## src/rtl/qmult_rr_arbiter.sv

```systemverilog
// Round-robin front end for one shared pipelined signed Q-format multiplier.
// Results come back a fixed PIPE_STAGES cycles after the handshake, tagged with a one-hot owner.
module qmult_rr_arbiter #(
    parameter int INTEGER_BITS    = 8,
    parameter int FRACTIONAL_BITS = 24,
    parameter int NUM_REQ         = 4,
    parameter int PIPE_STAGES     = 2,
    localparam int DATA_WIDTH     = INTEGER_BITS + FRACTIONAL_BITS
) (
    input  logic                             clk_i,
    input  logic                             rst_i,
    input  logic [NUM_REQ-1:0]               cfg_mask_i,
    input  logic [NUM_REQ-1:0]               req_valid_i,
    input  logic [NUM_REQ*DATA_WIDTH-1:0]    req_a_i,
    input  logic [NUM_REQ*DATA_WIDTH-1:0]    req_b_i,
    output logic [NUM_REQ-1:0]               req_ready_o,
    output logic [NUM_REQ-1:0]               rsp_valid_o,
    output logic [DATA_WIDTH-1:0]            rsp_data_o,
    output logic                             busy_o
);

    localparam int PTR_W = (NUM_REQ > 1) ? $clog2(NUM_REQ) : 1;
    localparam logic [PTR_W:0]   NUM_REQ_W = (PTR_W + 1)'(NUM_REQ);
    localparam logic [PTR_W-1:0] LAST_IDX  = PTR_W'(NUM_REQ - 1);
    localparam logic signed [2*DATA_WIDTH-1:0] ROUND_K =
        {{(2*DATA_WIDTH-1){1'b0}}, 1'b1} << (FRACTIONAL_BITS - 1);

    logic [PTR_W-1:0]      ptr_reg;
    logic [PTR_W-1:0]      ptr_next;
    logic [PTR_W-1:0]      grant_idx;
    logic [PTR_W:0]        scan_sum;
    logic                  grant_found;
    logic [NUM_REQ-1:0]    eligible;
    logic [NUM_REQ-1:0]    grant;

    logic [DATA_WIDTH-1:0] a_arr [NUM_REQ];
    logic [DATA_WIDTH-1:0] b_arr [NUM_REQ];
    logic [DATA_WIDTH-1:0] sel_a;
    logic [DATA_WIDTH-1:0] sel_b;

    logic [DATA_WIDTH-1:0]           mul_a;
    logic [DATA_WIDTH-1:0]           mul_b;
    logic signed [2*DATA_WIDTH-1:0]  prod_full;
    logic [DATA_WIDTH-1:0]           rounded_q;
    logic                            unused_prod_bits;
    logic [DATA_WIDTH-1:0]           rsp_data_q;

    logic [NUM_REQ-1:0]    tag_reg [PIPE_STAGES];

    // Unpack the flat operand buses into per-requester words.
    genvar gi;
    generate
        for (gi = 0; gi < NUM_REQ; gi++) begin : g_unpack
            assign a_arr[gi] = req_a_i[gi*DATA_WIDTH +: DATA_WIDTH];
            assign b_arr[gi] = req_b_i[gi*DATA_WIDTH +: DATA_WIDTH];
        end
    endgenerate

    assign eligible = req_valid_i & cfg_mask_i;

    // Scan upward from the pointer, wrapping modulo NUM_REQ; first eligible index wins.
    always_comb begin
        grant_found = 1'b0;
        grant_idx   = '0;
        scan_sum    = '0;
        for (int off = 0; off < NUM_REQ; off++) begin
            scan_sum = {1'b0, ptr_reg} + (PTR_W + 1)'(off);
            if (scan_sum >= NUM_REQ_W) begin
                scan_sum = scan_sum - NUM_REQ_W;
            end
            if (!grant_found && eligible[scan_sum[PTR_W-1:0]]) begin
                grant_found = 1'b1;
                grant_idx   = scan_sum[PTR_W-1:0];
            end
        end
        if (rst_i) begin
            grant_found = 1'b0;
        end
    end

    always_comb begin
        grant    = '0;
        ptr_next = ptr_reg;
        if (grant_found) begin
            grant[grant_idx] = 1'b1;
            ptr_next = (grant_idx == LAST_IDX) ? '0 : grant_idx + 1'b1;
        end
    end

    assign req_ready_o = grant;
    assign sel_a       = a_arr[grant_idx];
    assign sel_b       = b_arr[grant_idx];

    always_ff @(posedge clk_i) begin
        if (rst_i) begin
            ptr_reg <= '0;
        end else begin
            ptr_reg <= ptr_next;
        end
    end

    // Tag pipeline: a one-hot owner per stage, zero when the stage is empty.
    always_ff @(posedge clk_i) begin
        if (rst_i) begin
            for (int s = 0; s < PIPE_STAGES; s++) begin
                tag_reg[s] <= '0;
            end
        end else begin
            tag_reg[0] <= grant;
            for (int s = 1; s < PIPE_STAGES; s++) begin
                tag_reg[s] <= tag_reg[s-1];
            end
        end
    end

    // Round half toward +inf, then keep the Q-format window; upper bits wrap.
    assign prod_full        = $signed(mul_a) * $signed(mul_b) + ROUND_K;
    assign rounded_q        = prod_full[FRACTIONAL_BITS +: DATA_WIDTH];
    assign unused_prod_bits = ^{prod_full[2*DATA_WIDTH-1:DATA_WIDTH+FRACTIONAL_BITS],
                                prod_full[FRACTIONAL_BITS-1:0]};

    generate
        if (PIPE_STAGES == 1) begin : g_single
            // Multiply straight from the granted operands into the only stage.
            assign mul_a = sel_a;
            assign mul_b = sel_b;

            always_ff @(posedge clk_i) begin
                if (rst_i) begin
                    rsp_data_q <= '0;
                end else if (grant_found) begin
                    rsp_data_q <= rounded_q;
                end
            end
        end else begin : g_multi
            logic [DATA_WIDTH-1:0] op_a_reg;
            logic [DATA_WIDTH-1:0] op_b_reg;
            logic [DATA_WIDTH-1:0] res_reg [PIPE_STAGES-1];

            always_ff @(posedge clk_i) begin
                if (rst_i) begin
                    op_a_reg <= '0;
                    op_b_reg <= '0;
                end else if (grant_found) begin
                    op_a_reg <= sel_a;
                    op_b_reg <= sel_b;
                end
            end

            assign mul_a = op_a_reg;
            assign mul_b = op_b_reg;

            // Result stages only load behind a valid stage, so the output holds between responses.
            always_ff @(posedge clk_i) begin
                if (rst_i) begin
                    for (int s = 0; s < PIPE_STAGES - 1; s++) begin
                        res_reg[s] <= '0;
                    end
                end else begin
                    if (|tag_reg[0]) begin
                        res_reg[0] <= rounded_q;
                    end
                    for (int s = 1; s < PIPE_STAGES - 1; s++) begin
                        if (|tag_reg[s]) begin
                            res_reg[s] <= res_reg[s-1];
                        end
                    end
                end
            end

            assign rsp_data_q = res_reg[PIPE_STAGES-2];
        end
    endgenerate

    assign rsp_valid_o = tag_reg[PIPE_STAGES-1];
    assign rsp_data_o  = rsp_data_q;

    always_comb begin
        busy_o = 1'b0;
        for (int s = 0; s < PIPE_STAGES; s++) begin
            busy_o = busy_o | (|tag_reg[s]);
        end
    end

endmodule

```

## config.mk

```make
export PLATFORM = sky130hd
export DESIGN_NAME = qmult_rr_arbiter
export DESIGN_NICKNAME = d
export VERILOG_FILES = /design/src/rtl/qmult_rr_arbiter.sv
export SDC_FILE = /design/constraint.sdc
export NUM_CORES = 2
export LEC_CHECK = 0
export ABC_AREA = 1
export BUFFER_PORTS_ARGS = -buffer_cell sky130_fd_sc_hd__buf_2
export CAP_MARGIN = 40
export CORE_UTILIZATION = 35
export CTS_CLUSTER_DIAMETER = 80
export CTS_CLUSTER_SIZE = 25
export DETAILED_ROUTE_END_ITERATION = 7
export MAX_ROUTING_LAYER = met4
export SLEW_MARGIN = 20
export SYNTH_ARGS = -nofsm -noshare
export SYNTH_HDL_FRONTEND = slang
export SYNTH_SLANG_ARGS = --single-unit
```

## constraint.sdc

```tcl
create_clock -name clk_i -period 7.2 [get_ports clk_i]
set_input_delay 0.72 -clock clk_i [delete_from_list [all_inputs] [get_ports clk_i]]
set_output_delay 0.72 -clock clk_i [all_outputs]
set_load 0.03 [all_outputs]
```

==> results.tsv <==
metric	value	unit
TritonCTS Sinks	106	
Clock Latency Late Sink	0.41	ns
Worst R2R Start	g_multi.op_b_reg[8]$_SDFFE_PP0P_	
RSZ-0062 raised after global routing	yes	
Synth Instances	5669	
clock slew at reported path FFs	0.10	ns
CP dominant cell by count	fa_1	
Worst Hold Depth	2	
crit-path max FO	6	
H-tree depth	3	
DIE AREA	0.1225	sq mm
largest net degree at the start of global routing	86	
mean post-synth cell area	7.478	sq um
Initial Util	35.33	%
Core Rows	127	
first-pass GRT wire length	210300	microns
Die W	350.0	microns
WHS Endpoint	tag_reg[0][5]$_SDFF_PP0_	
Slew Limit Fails	0	
CP top delay family	adder cells	
Detailed Place HPWL	107600	microns
wire per inst	17.70	microns
Syn. warnings	0	
drt first-iter violations	2446	
outcome	completed	
post-synthesis instance area	0.04239	sq mm
vias in the first global route	38680	
Least-Margin Pin Slew	0.8542	ns
clk root buf	clkbuf_16	
via count	35710	
hold_buf cts	0	
Slew Limit Headroom	43.06	%
initial antenna violation count	2	
WS Path Type	flip-flop to flip-flop	
post-route minimum period	7.016	ns
setup TNS	0	ns
# setup viols final	0	
count of cell types in the netlist	39	
Reg2Reg Depth	26	
flops & latches, synth	106	
CP arrival	7.30	ns
crit start category	flip-flop	
max incr delay on CP	0.62	ns
vias per std cell	4.724	
fraction of final layout cells sized beyond drive strength 1	13.14	%
TritonCTS clock tree	yes	
drt drc	0	
terminus of the critical flop-to-flop path	g_multi.res_reg[0][7]$_SDFFCE_PN0P_	
core area	0.1200	sq mm
Overall Global Routing Usage	22.70	%
die height	350.0	microns
Placed Cells	7504	
router iterations before antenna repair	7	
GPL Wtd Cong	1.002	
Congestion Overflow GR	0	
Hold Crit Start	tag_reg[0][1]$_SDFF_PP0_	
post-route ant nets	0	
final core utilization	40.46	%
area grow syn2layout	14.51	%
max-cap viol count	0	
fillers	12420	
sequential area share after synthesis	5.762	%
Synth Net Count	7091	
Buffers on Ports	306	
min-delay worst type	flip-flop to flip-flop	
Layout Cells excl Fill	7559	
final period utilization	97.45	%
R2R setup slack	0.18	ns
num ports	307	
CP Data Required Time	7.48	ns
total CTS buffers	9	
Worst setup EP type	flip-flop	
Max Fclk	142.5	MHz
nets@finish	7362	
final WL	133800	microns
Clock Path Buffers	2	
skew final	0.01795	ns
Buffers & Inverters on Critical Path	9	
final hold violation count	0	
slowest CP cell	fa_2	
## worst max-delay path by stage
stage	startpoint	end	slack [ns]	depth (start not counted)
3_3_place_gp	g_multi.op_a_reg[9]$_SDFFE_PP0P_	g_multi.res_reg[0][12]$_SDFFCE_PN0P_	-0.21	30
2_1_floorplan	g_multi.op_a_reg[31]$_SDFFE_PP0P_	g_multi.res_reg[0][29]$_SDFFCE_PN0P_	0.09	26
6_report	g_multi.op_b_reg[8]$_SDFFE_PP0P_	g_multi.res_reg[0][7]$_SDFFCE_PN0P_	0.18	26
5_1_grt	g_multi.op_a_reg[31]$_SDFFE_PP0P_	g_multi.res_reg[0][24]$_SDFFCE_PN0P_	-0.04	31
3_5_place_dp	g_multi.op_a_reg[9]$_SDFFE_PP0P_	g_multi.res_reg[0][12]$_SDFFCE_PN0P_	-0.24	31
4_1_cts	g_multi.op_a_reg[11]$_SDFFE_PP0P_	g_multi.res_reg[0][12]$_SDFFCE_PN0P_	0.007	26
## per-stage QoR
step / setup WS (ns) / hold slack [ns] / cell area [sq um]
after detailed placement: -0.2400 / 0.4209 / 46950
after floorplan: 0.09120 / 0.4027 / 42390
after global placement: -0.2077 / 0.4162 / 46950
after CTS: 0.006812 / 0.4339 / 47320
final: 0.1835 / 0.4296 / 48540
after global routing: -0.04425 / 0.4554 / 48540
## cell type report
type,instances,area (sq um),share of cell area [%]
antenna,2,5.005,0.01031
clock buffer,10,239.0,0.4923
clock inverter,6,62.56,0.1289
inverter,1690,6351,13.08
multi-input combinational,3554,32800,67.57
sequential,106,2501,5.153
tap,1612,2017,4.155
timing repair buffer,579,4568,9.411
## repair_timing
action / CTS / global route
buffers inserted: 2 / 20
pin swaps: 0 / 34
cloned: 0 / 13
endpoints found under the hold margin: 0 / 0
gates resized for setup: 11 / 189
endpoints found under the setup margin: 8 / 32
## routing by layer
| layer | share of wire (%) | vias up | track usage, % |
|---|---|---|---|
| li1 | - | 16480 | - |
| met1 | 40 | 17970 | 27.14 |
| met2 | 50 | 1005 | 39.94 |
| met3 | 5.4 | 261 | 1.479 |
| met4 | 4.5 | 0 | 8.709 |
| met5 | 0 | - | - |
## worst min-delay path, cell delays in order (launching register included)
cell and delay [ns]:
dfxtp_1 0.32, inv_1 0.05, nor2_1 0.03
## cells in the mapped netlist, drive strengths merged
cell type / count / area (sq um)
clkbuf: 240 / 900.9
nor4: 4 / 25.02
a21boi: 2 / 15.01
buf: 79 / 525.5
nand2: 1580 / 5971
nand3b: 114 / 855.8
o21bai: 9 / 67.56
dfxtp: 74 / 1481
edfxtp: 32 / 960.9
nand4: 17 / 121.4
inv: 1690 / 6344
xnor2: 4 / 35.03
o211ai: 1 / 7.510
a21oi: 108 / 548.0
xor2: 3 / 26.28
or2: 7 / 43.79
a211oi: 1 / 7.510
a21o: 10 / 75.07
o21a: 5 / 37.54
nand3: 298 / 1506
ha: 173 / 2165
o21ai: 57 / 285.3
nor4b: 1 / 8.760
nor2: 160 / 610.6
nor3: 15 / 75.07
and3: 2 / 12.51
fa: 983 / 19680
## cells by family after synthesis
kind of cell    count (synthesis)  share of synthesized area [%]
compound gates                193                          2.462
buf+inv                      2009                          18.33
flops                         106                          5.762
fa+ha+maj                    1156                          51.53
xor+xnor                        7                         0.1446
simple gates                 2198                          21.77
## layout by cell type, fill, tap and decap left out, types with 83 or more instances in the layout
master	netlist	final
nand2_1	1572	1553
ha_1	173	154
nor2_1	158	121
inv_1	1685	1670
buf_2	27	306
fa_1	983	971
a21oi_1	106	83
nand3_1	295	294
buf_4	28	197
nand3b_1	114	114
Power is not shown: default switching activity piles up to over one toggle a cycle in this logic, so the estimate is an artifact.
